$ cat src/rtl/pkt_tx.sv
// Serial packet transmitter: APB-loaded 64-bit packet FIFO, shifted out MSB first with an idle gap.
// Optional interrupt output and CTRL[3] irq_en are built only when PKT_TX_IRQ_EN is defined.
module pkt_tx #(
    parameter int DEPTH      = 4,
    parameter int GAP_CYCLES = 2
) (
    input  logic        clk,
    input  logic        rst,
    input  logic [31:0] paddr,
    input  logic        psel,
    input  logic        pen,
    input  logic        p_write,
    input  logic [31:0] p_wdata,
    output logic [31:0] prdata,
    output logic        tx_data,
    output logic        tx_valid
`ifdef PKT_TX_IRQ_EN
    ,
    output logic        irq
`endif
);

    localparam int AW = $clog2(DEPTH);
    localparam int CW = AW + 1;
    localparam int GW = (GAP_CYCLES > 1) ? $clog2(GAP_CYCLES) : 1;

    typedef enum logic [1:0] {
        ST_IDLE  = 2'd0,
        ST_SHIFT = 2'd1,
        ST_GAP   = 2'd2
    } state_t;

    state_t         state_r;
    state_t         state_nx_s;
    logic [63:0]    shreg_r;
    logic [5:0]     bitcnt_r;
    logic [GW-1:0]  gapcnt_r;
    logic [63:0]    mem_r [DEPTH];
    logic [AW-1:0]  wr_ptr_r;
    logic [AW-1:0]  rd_ptr_r;
    logic [CW-1:0]  count_r;
    logic           tx_en_r;
    logic [31:0]    data_lo_r;
    logic [31:0]    data_hi_r;
    logic           overflow_r;
    logic           done_r;
    logic [15:0]    pkt_sent_r;
    logic [31:0]    prdata_r;

    logic           wr_s;
    logic           rd_s;
    logic           ctrl_wr_s;
    logic           status_wr_s;
    logic           push_s;
    logic           flush_s;
    logic           full_s;
    logic           empty_s;
    logic           push_ok_s;
    logic           pop_s;
    logic           last_bit_s;
    logic           gap_done_s;
    logic           busy_s;
    logic           irq_en_s;
    logic [7:0]     count_ext_s;
    logic [31:0]    rdata_s;

    assign wr_s        = psel & pen & p_write;
    assign rd_s        = psel & pen & ~p_write;
    assign ctrl_wr_s   = wr_s & (paddr == 32'h0000_0000);
    assign status_wr_s = wr_s & (paddr == 32'h0000_000C);
    assign push_s      = ctrl_wr_s & p_wdata[1];
    assign flush_s     = ctrl_wr_s & p_wdata[2];
    assign full_s      = (count_r == CW'(DEPTH));
    assign empty_s     = (count_r == {CW{1'b0}});
    // Flush overrides both a push and a pop on the same edge.
    assign push_ok_s   = push_s & ~full_s & ~flush_s;
    assign pop_s       = (state_r == ST_IDLE) & tx_en_r & ~empty_s & ~flush_s;
    assign last_bit_s  = (state_r == ST_SHIFT) & (bitcnt_r == 6'd63);
    assign gap_done_s  = (gapcnt_r == GW'(GAP_CYCLES - 1));
    assign busy_s      = (state_r != ST_IDLE);
    assign count_ext_s = 8'(count_r);

    assign tx_valid = (state_r == ST_SHIFT);
    assign tx_data  = (state_r == ST_SHIFT) & shreg_r[63];
    assign prdata   = prdata_r;

`ifdef PKT_TX_IRQ_EN
    logic irq_en_r;

    // Interrupt enable bit, only present in the irq build.
    always_ff @(posedge clk) begin
        if (!rst) begin
            irq_en_r <= 1'b0;
        end else if (ctrl_wr_s) begin
            irq_en_r <= p_wdata[3];
        end else begin
            irq_en_r <= irq_en_r;
        end
    end

    assign irq_en_s = irq_en_r;
    assign irq      = irq_en_r & done_r;
`else
    assign irq_en_s = 1'b0;
`endif

    // FSM state register.
    always_ff @(posedge clk) begin
        if (!rst) begin
            state_r <= ST_IDLE;
        end else begin
            state_r <= state_nx_s;
        end
    end

    // FSM next-state decode.
    always_comb begin
        state_nx_s = state_r;
        case (state_r)
            ST_IDLE: begin
                if (pop_s) begin
                    state_nx_s = ST_SHIFT;
                end else begin
                    state_nx_s = ST_IDLE;
                end
            end
            ST_SHIFT: begin
                if (last_bit_s) begin
                    state_nx_s = ST_GAP;
                end else begin
                    state_nx_s = ST_SHIFT;
                end
            end
            ST_GAP: begin
                if (gap_done_s) begin
                    state_nx_s = ST_IDLE;
                end else begin
                    state_nx_s = ST_GAP;
                end
            end
            default: state_nx_s = ST_IDLE;
        endcase
    end

    // Shift register, bit counter and gap counter.
    always_ff @(posedge clk) begin
        if (!rst) begin
            shreg_r  <= 64'd0;
            bitcnt_r <= 6'd0;
            gapcnt_r <= {GW{1'b0}};
        end else if (pop_s) begin
            shreg_r  <= mem_r[rd_ptr_r];
            bitcnt_r <= 6'd0;
            gapcnt_r <= {GW{1'b0}};
        end else if (state_r == ST_SHIFT) begin
            shreg_r  <= {shreg_r[62:0], 1'b0};
            bitcnt_r <= bitcnt_r + 6'd1;
            gapcnt_r <= {GW{1'b0}};
        end else if (state_r == ST_GAP) begin
            shreg_r  <= shreg_r;
            bitcnt_r <= bitcnt_r;
            gapcnt_r <= gapcnt_r + GW'(1);
        end else begin
            shreg_r  <= shreg_r;
            bitcnt_r <= bitcnt_r;
            gapcnt_r <= gapcnt_r;
        end
    end

    // Packet storage; contents need no reset since count gates every read.
    always_ff @(posedge clk) begin
        if (push_ok_s) begin
            mem_r[wr_ptr_r] <= {data_hi_r, data_lo_r};
        end
    end

    // FIFO pointers and occupancy.
    always_ff @(posedge clk) begin
        if (!rst || flush_s) begin
            wr_ptr_r <= {AW{1'b0}};
            rd_ptr_r <= {AW{1'b0}};
            count_r  <= {CW{1'b0}};
        end else begin
            wr_ptr_r <= push_ok_s ? wr_ptr_r + AW'(1) : wr_ptr_r;
            rd_ptr_r <= pop_s ? rd_ptr_r + AW'(1) : rd_ptr_r;
            case ({push_ok_s, pop_s})
                2'b10:   count_r <= count_r + CW'(1);
                2'b01:   count_r <= count_r - CW'(1);
                default: count_r <= count_r;
            endcase
        end
    end

    // Software-visible control, data and sticky status registers.
    always_ff @(posedge clk) begin
        if (!rst) begin
            tx_en_r    <= 1'b0;
            data_lo_r  <= 32'd0;
            data_hi_r  <= 32'd0;
            overflow_r <= 1'b0;
            done_r     <= 1'b0;
            pkt_sent_r <= 16'd0;
        end else begin
            tx_en_r    <= ctrl_wr_s ? p_wdata[0] : tx_en_r;
            data_lo_r  <= (wr_s && paddr == 32'h0000_0004) ? p_wdata : data_lo_r;
            data_hi_r  <= (wr_s && paddr == 32'h0000_0008) ? p_wdata : data_hi_r;
            // A new event wins over a clear on the same edge so it is never lost.
            overflow_r <= (push_s & full_s & ~flush_s) |
                          (overflow_r & ~(status_wr_s & p_wdata[3]));
            done_r     <= last_bit_s | (done_r & ~(status_wr_s & p_wdata[4]));
            pkt_sent_r <= last_bit_s ? pkt_sent_r + 16'd1 : pkt_sent_r;
        end
    end

    // Read data mux.
    always_comb begin
        rdata_s = 32'd0;
        case (paddr)
            32'h0000_0000: rdata_s = {28'd0, irq_en_s, 2'b00, tx_en_r};
            32'h0000_0004: rdata_s = data_lo_r;
            32'h0000_0008: rdata_s = data_hi_r;
            32'h0000_000C: rdata_s = {pkt_sent_r, 4'd0, count_ext_s[3:0], 3'd0,
                                      done_r, overflow_r, empty_s, full_s, busy_s};
            default:       rdata_s = 32'd0;
        endcase
    end

    // Registered read data, updated only on a read strobe.
    always_ff @(posedge clk) begin
        if (!rst) begin
            prdata_r <= 32'd0;
        end else if (rd_s) begin
            prdata_r <= rdata_s;
        end else begin
            prdata_r <= prdata_r;
        end
    end

endmodule

$ cat config.mk
export PLATFORM = sky130hd
export DESIGN_NAME = pkt_tx
export DESIGN_NICKNAME = d
export VERILOG_FILES = /design/src/rtl/pkt_tx.sv
export SDC_FILE = /design/constraint.sdc
export NUM_CORES = 1
export LEC_CHECK = 0
export ABC_CLOCK_PERIOD_IN_PS = 7100
export CAP_MARGIN = 0
export CORE_ASPECT_RATIO = 1.4
export CORE_MARGIN = 2
export CORE_UTILIZATION = 33
export CTS_BUF_LIST = sky130_fd_sc_hd__clkbuf_8
export DETAILED_ROUTE_END_ITERATION = 8
export PLACE_DENSITY = 0.5
export SYNTH_ARGS = -nofsm -noshare
export SYNTH_HDL_FRONTEND = slang
export SYNTH_SLANG_ARGS = --single-unit
export TNS_END_PERCENT = 100
$ cat constraint.sdc
create_clock -name clk -period 7.1 [get_ports clk]
set_input_delay 1.065 -clock clk [delete_from_list [all_inputs] [get_ports clk]]
set_output_delay 1.065 -clock clk [all_outputs]
set_load 0.02 [all_outputs]
After elaboration in Yosys (flattened, before gate mapping)
Memories as Yosys holds them, arrays and structs flattened. A register that Yosys moved wholly into a read port is not among the register bits.
Index checks and enable logic that the tools add are counted.
W data, S select, Z words.

word-level totals
  RAM bits = 256
  bits in registers = 195
  output and inout bits = 34
  bits of input ports = 69
  logic and storage cells = 84
  memories kept = 1

memories
  memory  words  width  read ports  clocked after Yosys merged registers in  wr ports  RTL line  RTL
  mem_r   4      64     1           1                                        1         38        logic [63:0] mem_r [DEPTH];

cells by class
  eq/ne operators = 9
  reductions and logical operators = 12
  bitwise operators = 29
  add/subtract/negate cells = 7
  muxes and demuxes = 12

operators with widths
  kind                     number
  $mux W64                 2
  $pmux W32 S4             1
  $eq A32 B4 Y1 const B    2
  $eq A32 B3 Y1 const B    1
  $logic_not A32 Y1        1
  $and A1 B1 Y1            20
  $add A16 B1 Y16 const B  1
  $mux W2                  4
  $not A1 Y1               7
  $add A6 B1 Y6 const B    1
  $eq A6 B6 Y1 const B     1
  $pmux W2 S3              1
  $pmux W3 S2              1
  $reduce_bool A2 Y1       3
  $add A2 B1 Y2 const B    2
  $eq A2 B1 Y1 const B     2
  $eq A2 B2 Y1 const B     2
  $add A3 B1 Y3 const B    1
  $eq A3 B3 Y1 const B     1
  $logic_not A3 Y1         1
  $mux W1                  3
  $reduce_or A3 Y1         1
  $sub A3 B1 Y3 const B    1
  $logic_and A1 B1 Y1      2
  6 further kinds          7

Logic depth before layout (Yosys ltp)
Gate-level depths: netlist of the first run.

  depth after elaboration = 8
  gate-level depth with buffers = 14

Worst setup path after synthesis of the first run
No wires, ideal clock.

  path type = input to register
  start = in paddr[0]
  end = mem mem_r[0][0] (enable)
  path slack = 3066 ps
  data required time = 6671 ps
  cell stages on the path = 4
  buffers on the path = 0
  library setup time = 429 ps
  arrival time = 3605 ps
  cell sequence = nor4_2 nand4_4 nor4_4 and2_1

on the way
  word-level cells in the longest chain between the ends = 7
  elaborated cells between the ends (all ways) = 9
  those cells by class = mux: 2; bitwise: 6; reduce/logical: 1

ends and longest elaborated chain
  what                                                RTL line  RTL
  from (decl)                                         9         input logic [31:0] paddr,
  $logic_not A32 Y1 *                                 69        assign ctrl_wr_s = wr_s & (paddr == 32'h0000_0000);
  $and A1 B1 Y1 *                                     69
  $and A1 B1 Y1 (on tied branches)                    71, 72
  $and A1 B1 Y1 / $not A1 Y1 (equally long branches)  76        assign push_ok_s = push_s & ~full_s & ~flush_s;
  $and A1 B1 Y1 *                                     76
  $mux W1 *                                           172       if (push_ok_s) begin
  $mux W1 (not written as such) *                     173       mem_r[wr_ptr_r] <= {data_hi_r, data_lo_r};
  to (decl)                                           38

Mark *: on every way between the ends. The rest lies on a longest branch, timed or not.

Worst setup path after layout of the first run
  start = reg state_r[1]
  end = out tx_data

on the way
  word-level cells in the longest chain between the ends = 2

ends and longest elaborated chain
  what                    RTL line  RTL
  from (decl)             33        state_t state_r;
  from (signal assigned)  112       state_r <= state_nx_s;
  $eq A2 B1 Y1            84        assign tx_data = (state_r == ST_SHIFT) & shreg_r[63];
  $and A1 B1 Y1           84
  to (decl)               15        output logic tx_data,

Every way passes these cells.

==> results.sh, run 1 <==
export IMPL_power_density_nw_per_um2=230
export IMPL_crit_type="register to output pin"
export IMPL_crit_path_start="state_r[1]"
export IMPL_ctsResizeCount=0
export IMPL_ys_types=50
export IMPL_grt_overflow=0
export IMPL_antenna_found_initial=2
export IMPL_gp_congestion=0.775
export IMPL_top_layer_used="met4"
export IMPL_setup_viol=0
export IMPL_synth_area_um2=18200
export IMPL_final_hold_viol_count=0
export IMPL_drive_gt1_share_pct=15.6
export IMPL_syn2layout_area_growth_pct=16.5
export IMPL_async_reset_ff_share_pct=0
export IMPL_synthesis_nets=1381
export IMPL_cts_tree="yes"
export IMPL_r2r_cells=5
export IMPL_fin_total_pwr_mw=4.87
export IMPL_yosys_cell_count_top_type="edfxtp_1"
export IMPL_drc=0
export IMPL_synth_top_cells_by_area="edfxtp_1 (42%), dfxtp_1 (22%), mux4_2 (7.9%)"
export IMPL_crit_path_end_kind="output pin"
export IMPL_grt_start_max_net_pins=78
export IMPL_required_ns=6.03
export IMPL_final_antenna_net_count=0
export IMPL_period_needed_ns=4.01
export IMPL_min_path_type="register to register"
export IMPL_rrSetupSlack_ns=4.17
export IMPL_wl_per_cell_um=21.3
export IMPL_postCtsHoldBufs=0
export IMPL_dieWidth_um=202
export IMPL_cts_max_level=3
export IMPL_rsz0062_at_grt="no"
export IMPL_cts_root_buf="clkbuf_8"
export IMPL_worst_pin_slew_ns=1.15
export IMPL_cts_buffers=72
export IMPL_die_h_um=282
export IMPL_core_rowCount=101
export IMPL_clk_latency_ns=0.63
export IMPL_cts_sinks=453
export IMPL_firstDrtPassIters=5
export IMPL_postSynthAreaPerCell_um2=14.0
export IMPL_synth_warnings=0
export IMPL_slew_viol_final=0
export IMPL_r2r_start="count_r[0]"
export IMPL_cp_endpoint="tx_data"
export IMPL_setup_tns_ns=0
export IMPL_start_kind="register"
export IMPL_cpPeakStageDelay_ns=0.57
export IMPL_ys_seq_area_share_pct=63.9
export IMPL_drv_cap=0
export IMPL_grt_pass1_wl_mm=71.1
export IMPL_path_clk_slew_ns=0.06
export IMPL_r2r_end="mem_r[3][26]"
export IMPL_leakage_nw=7.06
export IMPL_layout_nets=1485
export IMPL_netlist_area_leader_share_pct=42.3
export IMPL_synthCells=1304
export IMPL_synth_top_area_cell="edfxtp_1"
export IMPL_hpwl_mm=29.3
export IMPL_grt_usage_pct=16.6
export IMPL_initial_core_util_pct=33.5
export IMPL_die_area_um2=57000
export IMPL_netlist_top_cells_count="edfxtp_1 (256), dfxtp_1 (197), nand2_1 (173), o21ai_0 (96), mux2i_1 (67)"
export IMPL_cts_buffer_depth=3
export IMPL_via_per_inst=5.09
export IMPL_synth_edff_count=256
export IMPL_slew_headroom_pct=22.9
export IMPL_grt_pass1_vias=11521
export IMPL_core_um2=54300
export IMPL_wl_met2_mm=22.7
export IMPL_io_buffers=102
export IMPL_synth_flop_cell="edfxtp_1"
export IMPL_num_io_pins=103
export IMPL_wl_met3_mm=2.11
export IMPL_arrival_ns=2.95
export IMPL_vias=11130
export IMPL_ys_ff_latch=453
export IMPL_fin_skew_ns=0.0230
export IMPL_finalWirelength_mm=46.6
export IMPL_period_share_pct=56.5
export IMPL_initialDrtViolationCount=826
export IMPL_max_freq_ghz=0.249
export IMPL_worst_path_max_fanout=35
export IMPL_path_cells="nand2b_4 > clkinv_1 > and2_1 > clkdlybuf4s50_1"
export IMPL_outcome="complete, no violations"
export IMPL_vdd_drop_max_uv=93.6
export IMPL_cts_setup_buffers=0
export IMPL_crit_slowest_cell="nand2b_4"
export IMPL_drt_met1_wl_mm=20.3
==> worst min path at each step <==
stage	cells after the start	end	startpoint
floorplan	2	gap_done_s	gap_done_s
detailed placement	2	prdata[13]	prdata[13]
CTS	2	prdata[13]	prdata[13]
finish	2	prdata[13]	prdata[13]
global placement	2	prdata[13]	prdata[13]
global route	2	gap_done_s	gap_done_s
==> sequential cells by signal (all words and copies together), names as in the netlist, 3 cells and up, named ones only <==
name	cells
prdata	32
data_lo_r	32
bitcnt_r	6
data_hi_r	32
mem_r	256
shreg_r	64
pkt_sent_r	16
count_r	3
==> logic make-up after synthesis <==
group	Yosys count	share of synthesized area (%)
AO/OA/AOI/OAI	270	10.7
adder cells (fa/ha/maj)	8	0.591
AND/OR/NAND/NOR	291	8.13
multiplexers	152	12.9
buffers and inverters	104	2.53
XOR/XNOR	26	1.25
flip-flops	453	63.9
==> cells in the final DEF, fill, tap and decap left out, types with 3 or more instances in the layout <==
cell type        count
clkdlybuf4s50_1    100
and2_2               4
a21boi_1             5
clkinv_1            11
a22o_1               3
inv_1               39
clkinvlp_4           3
nor4_2               3
nand2b_1             3
mux4_2              64
nor2b_1              4
nand3_1             16
nor2_1              22
mux2i_1             67
a21boi_0            63
clkbuf_8            76
a22oi_1             19
inv_6                4
edfxtp_1           256
xor2_1              10
o211a_1             63
and4_1               4
a32oi_1              9
o21ai_0             96
buf_4               23
and2_1              16
or2_2                4
nand4_1             11
dfxtp_1            195
nor4_4               6
ha_1                 7
and3_1               9
clkinv_2             8
xnor2_1             16
mux2_2              21
o21ai_1              3
a21oi_1              6
nand2_1            173
==> critical path: cells and delay by family (launching register included) <==
| kind | cells | cell delay (ns) |
|---|---|---|
| buffers and inverters | 2 | 1.07 |
| AND/OR/NAND/NOR | 2 | 0.88 |
| flip-flops | 1 | 0.36 |
==> layout make-up <==
class                   count  area [um^2]
multi-input cells         747         6130
diodes                      1         2.50
well taps                 721          902
flip-flops and latches    453        11600
repair buffers            124         1180
inverters                  10         37.5
fillers                  5217        33100
clock inverters            56          256
clock buffers              76         1050
==> power by group <==
part	internal [mW]	leakage (nW)	switching (mW)
Sequential	2.74	3.35	0.0000000000413
Combinational	0.0462	2.93	0.0551
Clock	1.00	0.776	1.02
==> stage by stage <==
step                      setup slack (ns)  hold WS (ns)  instances  utilization [%]  area, um^2
final                                 3.09         0.459       2188             39.0       21200
after global routing                  2.87         0.490       2188             39.0       21200
after CTS                             2.96         0.463       2187             39.0       21200
after detailed placement              2.66         0.448       2055             36.6       19900
after global placement                2.72         0.442       2055             36.6       19900
after floorplan                       3.07         0.443       1304                -       18200
==> metal layers <==
layer	vias to the layer above	GRT usage (%)
met4	0	6.91
met3	91	2.74
met2	305	27.7
li1	5134	-
met5	-	0
met1	5600	21.4
No activity file was read; power rests on OpenSTA's default activity.
==> run 2, diff against run 1 <==
ABC_CLOCK_PERIOD_IN_PS = 3600   (was 7100)
PLACE_DENSITY = 0.52   (was 0.5)
clock period = 3.6 ns   (was 7.1 ns; I/O delays follow)
==> run 2 against run 1 <==
Against the previous run: global-route usage is 0.24 points lower; power is 98% higher; final area is 1.1% higher; critical endpoint unchanged; critical path type unchanged; clock power is 100% higher; highest routed layer unchanged.
==> results.sh, run 2 (same netlist as run 1, synthesis figures left out) <==
export IMPL_outcome="complete, no violations"
export IMPL_p_clk_share_pct=41.9
export IMPL_whs_ns=0.259
export IMPL_core_rowCount=101
export IMPL_die_h_um=282
export IMPL_pwr_share_seq_pct=56.0
export IMPL_initialDrtViolationCount=694
export IMPL_slew_headroom_pct=46.9
export IMPL_max_freq_ghz=0.385
export IMPL_power_density_nw_per_um2=451
export IMPL_placed_area_um2=20100
export IMPL_initial_core_util_pct=33.5
export IMPL_grt_pass1_vias=11709
export IMPL_cts_root_buf="clkbuf_8"
export IMPL_grt_start_max_net_pins=72
export IMPL_clk_latency_ns=0.62
export IMPL_swShare_pct=21.5
export IMPL_drv_cap=0
export IMPL_p_comb_share_pct=2.1
export IMPL_cts_setup_buffers=0
export IMPL_cts_tree="yes"
export IMPL_rsz0062_at_grt="no"
export IMPL_postCtsHoldBufs=0
export IMPL_path_clk_slew_ns=0.06
export IMPL_p_switching_mw=2.07
export IMPL_top_regs="mem_r x256, shreg_r x64"
export IMPL_slew_viol_final=0
export IMPL_antenna_found_initial=1
export IMPL_fin_skew_ns=0.0305
export IMPL_hold_depth=2
export IMPL_cts_buffers=70
export IMPL_num_io_pins=103
export IMPL_final_core_util_pct=39.4
export IMPL_grt_usage_pct=16.3
export IMPL_start_kind="register"
export IMPL_crit_type="register to output pin"
export IMPL_syn2layout_area_growth_pct=17.8
export IMPL_hpwl_mm=28.5
export IMPL_setup_tns_ns=0
export IMPL_dieWidth_um=202
export IMPL_gp_congestion=0.749
export IMPL_layout_common_cells="edfxtp_1 (256), dfxtp_1 (195), nand2_1 (173)"
export IMPL_vias=11148
export IMPL_r2r_start="state_r[1]"
export IMPL_crit_path_end_kind="output pin"
export IMPL_final_antenna_net_count=0
export IMPL_ctsResizeCount=0
export IMPL_cts_max_level=3
export IMPL_wl_per_cell_um=20.9
export IMPL_hold_start="rst"
export IMPL_finalWirelength_mm=46.1
export IMPL_drive_gt1_share_pct=16.6
export IMPL_period_share_pct=72.2
export IMPL_p_int_mw=7.59
export IMPL_drc=0
export IMPL_arrival_ns=2.06
export IMPL_grt_pass1_wl_mm=70.3
export IMPL_setup_viol=0
export IMPL_vdd_drop_max_uv=257
export IMPL_worst_path_max_fanout=8
export IMPL_leakage_nw=7.17
export IMPL_grt_overflow=0
export IMPL_cts_sinks=453
export IMPL_min_path_type="primary input to register"
export IMPL_cts_buffer_depth=3
export IMPL_fillCellCount=5216
export IMPL_r2r_end="pkt_sent_r[9]"
export IMPL_layout_nets=1503
export IMPL_regMostFlops="mem_r"
export IMPL_required_ns=3.06
export IMPL_die_area_um2=57000
export IMPL_io_buffers=102
export IMPL_final_common_cell="edfxtp_1"
export IMPL_via_per_inst=5.06
export IMPL_worst_pin_slew_ns=0.796
export IMPL_fin_total_pwr_mw=9.66
export IMPL_final_hold_viol_count=0
export IMPL_r2r_cells=8
export IMPL_min_to="shreg_r[17]"
export IMPL_rrSetupSlack_ns=1.15
export IMPL_core_um2=54300
export IMPL_largest_reg_flops=256
export IMPL_firstDrtPassIters=5
export IMPL_period_needed_ns=2.60
export IMPL_stdcell_area_um2=21400
## run 2: changes by cell type in the layout (fill, tap and decap cells not counted), sizes merged
cell      previous run  this run
clkinvlp             3         2
bufinv               0         1
clkinv              20        15
inv                 43        42
buf                 24        44
clkbuf              76        79
## run 2: per-stage QoR
step / cells / setup WS, ns
floorplan: 1304 / 0.0909
global placement: 2075 / 0.549
detailed placement: 2075 / 0.422
CTS: 2204 / 0.935
global route: 2205 / 0.892
finish: 2205 / 1.00
## run 2: worst max path at each step
| stage | from | to | slack, ns | cells past startpoint |
|---|---|---|---|---|
| 3_3_place_gp | paddr[26] | count_r[1] | 0.55 | 12 |
| 4_1_cts | state_r[0] | tx_data | 0.94 | 5 |
| 3_5_place_dp | paddr[1] | bitcnt_r[1] | 0.42 | 7 |
| 5_1_grt | state_r[0] | tx_data | 0.89 | 5 |
| 6_report | state_r[0] | tx_data | 1.00 | 5 |
| 2_1_floorplan | paddr[0] | mem_r[1][0] | 0.09 | 4 |
## run 2: metal layers
| metal | part of all wire [%] | track usage, % | vias to the layer above |
|---|---|---|---|
| li1 | - | - | 5161 |
| met1 | 40 | 18.6 | 5657 |
| met2 | 54 | 30.5 | 271 |
| met3 | 4.5 | 2.89 | 59 |
| met4 | 1.9 | 5.86 | 0 |
| met5 | 0 | 0 | - |
## run 2: layout make-up
type	instances	area, um^2	share of cell area (%)
flip-flops and latches	453	11600	54.3
inverters	10	37.5	0.175
well taps	721	902	4.21
multi-input cells	747	6120	28.6
clock inverters	50	234	1.09
diodes	1	2.50	0.0117
repair buffers	144	1400	6.55
clock buffers	79	1090	5.08
## run 2: power groups by stage
stage | clock network, mW | logic (mW) | registers (mW)
2_1_floorplan | 0 | 0.0682 | 5.52
3_3_place_gp | 0 | 0.206 | 5.52
3_5_place_dp | 0 | 0.208 | 5.52
4_1_cts | 4.17 | 0.207 | 5.41
5_1_grt | 4.39 | 0.215 | 5.40
6_report | 4.05 | 0.206 | 5.41
## run 2: critical path, cell delays in order, from the launching register on
cell and delay (ns):
dfxtp_1 0.43, nand2b_4 0.07, clkinv_1 0.04, buf_4 0.17
and2_1 0.15, clkdlybuf4s50_1 0.60
==> run 3, diff against run 2 <==
ABC_CLOCK_PERIOD_IN_PS = 2600   (was 3600)
PLACE_DENSITY = 0.5   (was 0.52)
clock period = 2.6 ns   (was 3.6 ns; I/O delays follow)
==> run 3 against run 2 <==
Against the previous run: clock-buffer cell count shrank 3; highest routed layer unchanged; final cell count rose by 1.8%; critical endpoint unchanged; clock power up 36%.
==> results.sh, run 3 (same netlist as run 1, synthesis figures left out) <==
export IMPL_cts_buffers=70
export IMPL_outcome="complete, no violations"
export IMPL_crit_path_end_kind="output pin"
export IMPL_min_path_type="primary input to register"
export IMPL_path_buf_inv=3
export IMPL_cp_endpoint="tx_data"
export IMPL_initial_core_util_pct=33.5
export IMPL_layout_setup_ws_ns=0.197
export IMPL_hpwl_mm=29.6
export IMPL_r2r_cells=11
export IMPL_num_io_pins=103
export IMPL_core_um2=54300
export IMPL_pwr_share_seq_pct=56.4
export IMPL_vias=11067
export IMPL_gp_congestion=0.766
export IMPL_syn2layout_area_growth_pct=20.3
export IMPL_grt_overflow=0
export IMPL_cts_sinks=453
export IMPL_period_needed_ns=2.40
export IMPL_layout_nets=1543
export IMPL_wl_per_cell_um=20.7
export IMPL_worst_pin_slew_ns=0.721
export IMPL_swShare_pct=21.4
export IMPL_crit_slowest_cell="clkdlybuf4s50_1"
export IMPL_io_buffers=102
export IMPL_crit_type="register to output pin"
export IMPL_required_ns=2.21
export IMPL_hold_start="rst"
export IMPL_path_clk_slew_ns=0.07
export IMPL_path_cells="buf_4 > nand2b_4 > clkinv_2 > and2_1 > clkdlybuf4s50_1"
export IMPL_worst_path_max_fanout=4
export IMPL_vdd_drop_max_uv=281
export IMPL_crit_path_start="state_r[0]"
export IMPL_fin_skew_ns=0.0310
export IMPL_finalWirelength_mm=46.6
export IMPL_slew_viol_final=0
export IMPL_dp_slack_ns=-0.317
export IMPL_p_int_mw=10.4
export IMPL_drc=0
export IMPL_max_freq_ghz=0.416
export IMPL_start_kind="register"
export IMPL_grt_pass1_wl_mm=71.3
export IMPL_fin_total_pwr_mw=13.3
export IMPL_slew_headroom_pct=51.9
export IMPL_p_comb_share_pct=2.3
export IMPL_grt_usage_pct=16.6
export IMPL_arrival_ns=2.01
export IMPL_rsz0062_at_grt="no"
export IMPL_cts_buffer_depth=3
export IMPL_path_depth=5
export IMPL_p_clk_share_pct=41.3
export IMPL_power_density_nw_per_um2=607
export IMPL_cts_tree="yes"
export IMPL_cpLargestDelayFamily="buffers and inverters"
export IMPL_final_core_util_pct=40.3
export IMPL_p_switching_mw=2.85
export IMPL_antenna_found_initial=2
export IMPL_cts_max_level=3
export IMPL_cts_root_buf="clkbuf_8"
export IMPL_final_common_cell="edfxtp_1"
export IMPL_drive_gt1_share_pct=18.7
export IMPL_cpPeakStageDelay_ns=0.55
export IMPL_initialDrtViolationCount=626
export IMPL_final_antenna_net_count=0
export IMPL_placed_area_um2=20600
export IMPL_layoutNonFillerInstCount=2245
export IMPL_drv_cap=0
export IMPL_die_h_um=282
export IMPL_final_hold_viol_count=0
export IMPL_largest_reg_flops=256
export IMPL_firstDrtPassIters=5
export IMPL_dieWidth_um=202
export IMPL_setup_viol=0
export IMPL_period_share_pct=92.4
export IMPL_rrSetupSlack_ns=0.25
export IMPL_stdcell_area_um2=21900
export IMPL_core_rowCount=101
export IMPL_leakage_nw=7.42
export IMPL_grt_start_max_net_pins=105
export IMPL_layout_common_cells="edfxtp_1 (256), dfxtp_1 (195), nand2_1 (173)"
export IMPL_die_area_um2=57000
export IMPL_r2r_end="count_r[2]"
export IMPL_r2r_start="count_r[2]"
export IMPL_regMostFlops="mem_r"
export IMPL_clk_latency_ns=0.61
export IMPL_via_per_inst=4.93
export IMPL_grt_pass1_vias=11775
export IMPL_top_regs="mem_r x256, shreg_r x64"
export IMPL_dp_cells=2115
[run 3: changes by cell type in the layout (fill, tap and decap cells not counted)]
cell,change
nor4_2,-3
nor4_4,+3
inv_1,-1
buf_12,+13
clkinv_1,+2
clkbuf_8,-3
clkinv_2,+2
buf_4,+27
[run 3: area by class of cell]
cell class              instances  area [um^2]
clock inverters                53          246
repair buffers                184         1870
well taps                     721          902
diodes                          1         2.50
inverters                      10         38.8
flip-flops and latches        453        11600
multi-input cells             747         6150
fillers                      5204        32500
clock buffers                  76         1050
[run 3: repair_timing]
action                     CTS  global route
hold endpoints to repair     0             0
hold buffers                 0             0
setup buffers                0             0
gates resized for setup      1             0
setup endpoints to repair    1             0
[run 3: per-layer routing]
layer,global-route usage [%],part of all wire (%),up-vias
met4,5.60,2.0,0
met5,0,0,-
li1,-,-,5234
met2,30.5,53,205
met1,19.6,41,5571
met3,2.83,3.8,57
[run 3: power by group through the flow]
stage                     combinational, mW  clock, mW  sequential [mW]
after floorplan                      0.0956          0             7.64
after global placement                0.310          0             7.64
after detailed placement              0.312          0             7.64
after CTS                             0.312       5.67             7.49
after global routing                  0.327       5.99             7.48
final                                 0.309       5.49             7.49
[run 3: how the worst min path moves through the flow]
| stage | endpoint | cells past startpoint |
|---|---|---|
| 6_report | data_hi_r[21] | 2 |
| 4_1_cts | data_hi_r[21] | 2 |
| 5_1_grt | data_hi_r[21] | 2 |
| 3_3_place_gp | prdata[12] | 2 |
| 3_5_place_dp | prdata[11] | 2 |
| 2_1_floorplan | gap_done_s | 2 |
[run 3: stage by stage]
step	hold slack [ns]	TNS [ns]
after CTS	0.102	0
after detailed placement	0.444	-71.96
final	0.153	0
after global placement	0.441	-55.63
after floorplan	0.443	-12.91
after global routing	0.115	0
[run 3: worst register-to-register path, cell delays in order, from the launching register on]
cell	delay [ns]
dfxtp_1	0.42
or3b_2	0.51
nand4b_1	0.17
nor4_4	0.06
inv_1	0.07
ha_1	0.16
inv_1	0.06
fa_1	0.37
xor2_1	0.15
nor2_1	0.11
xnor2_1	0.12
nor2_1	0.05
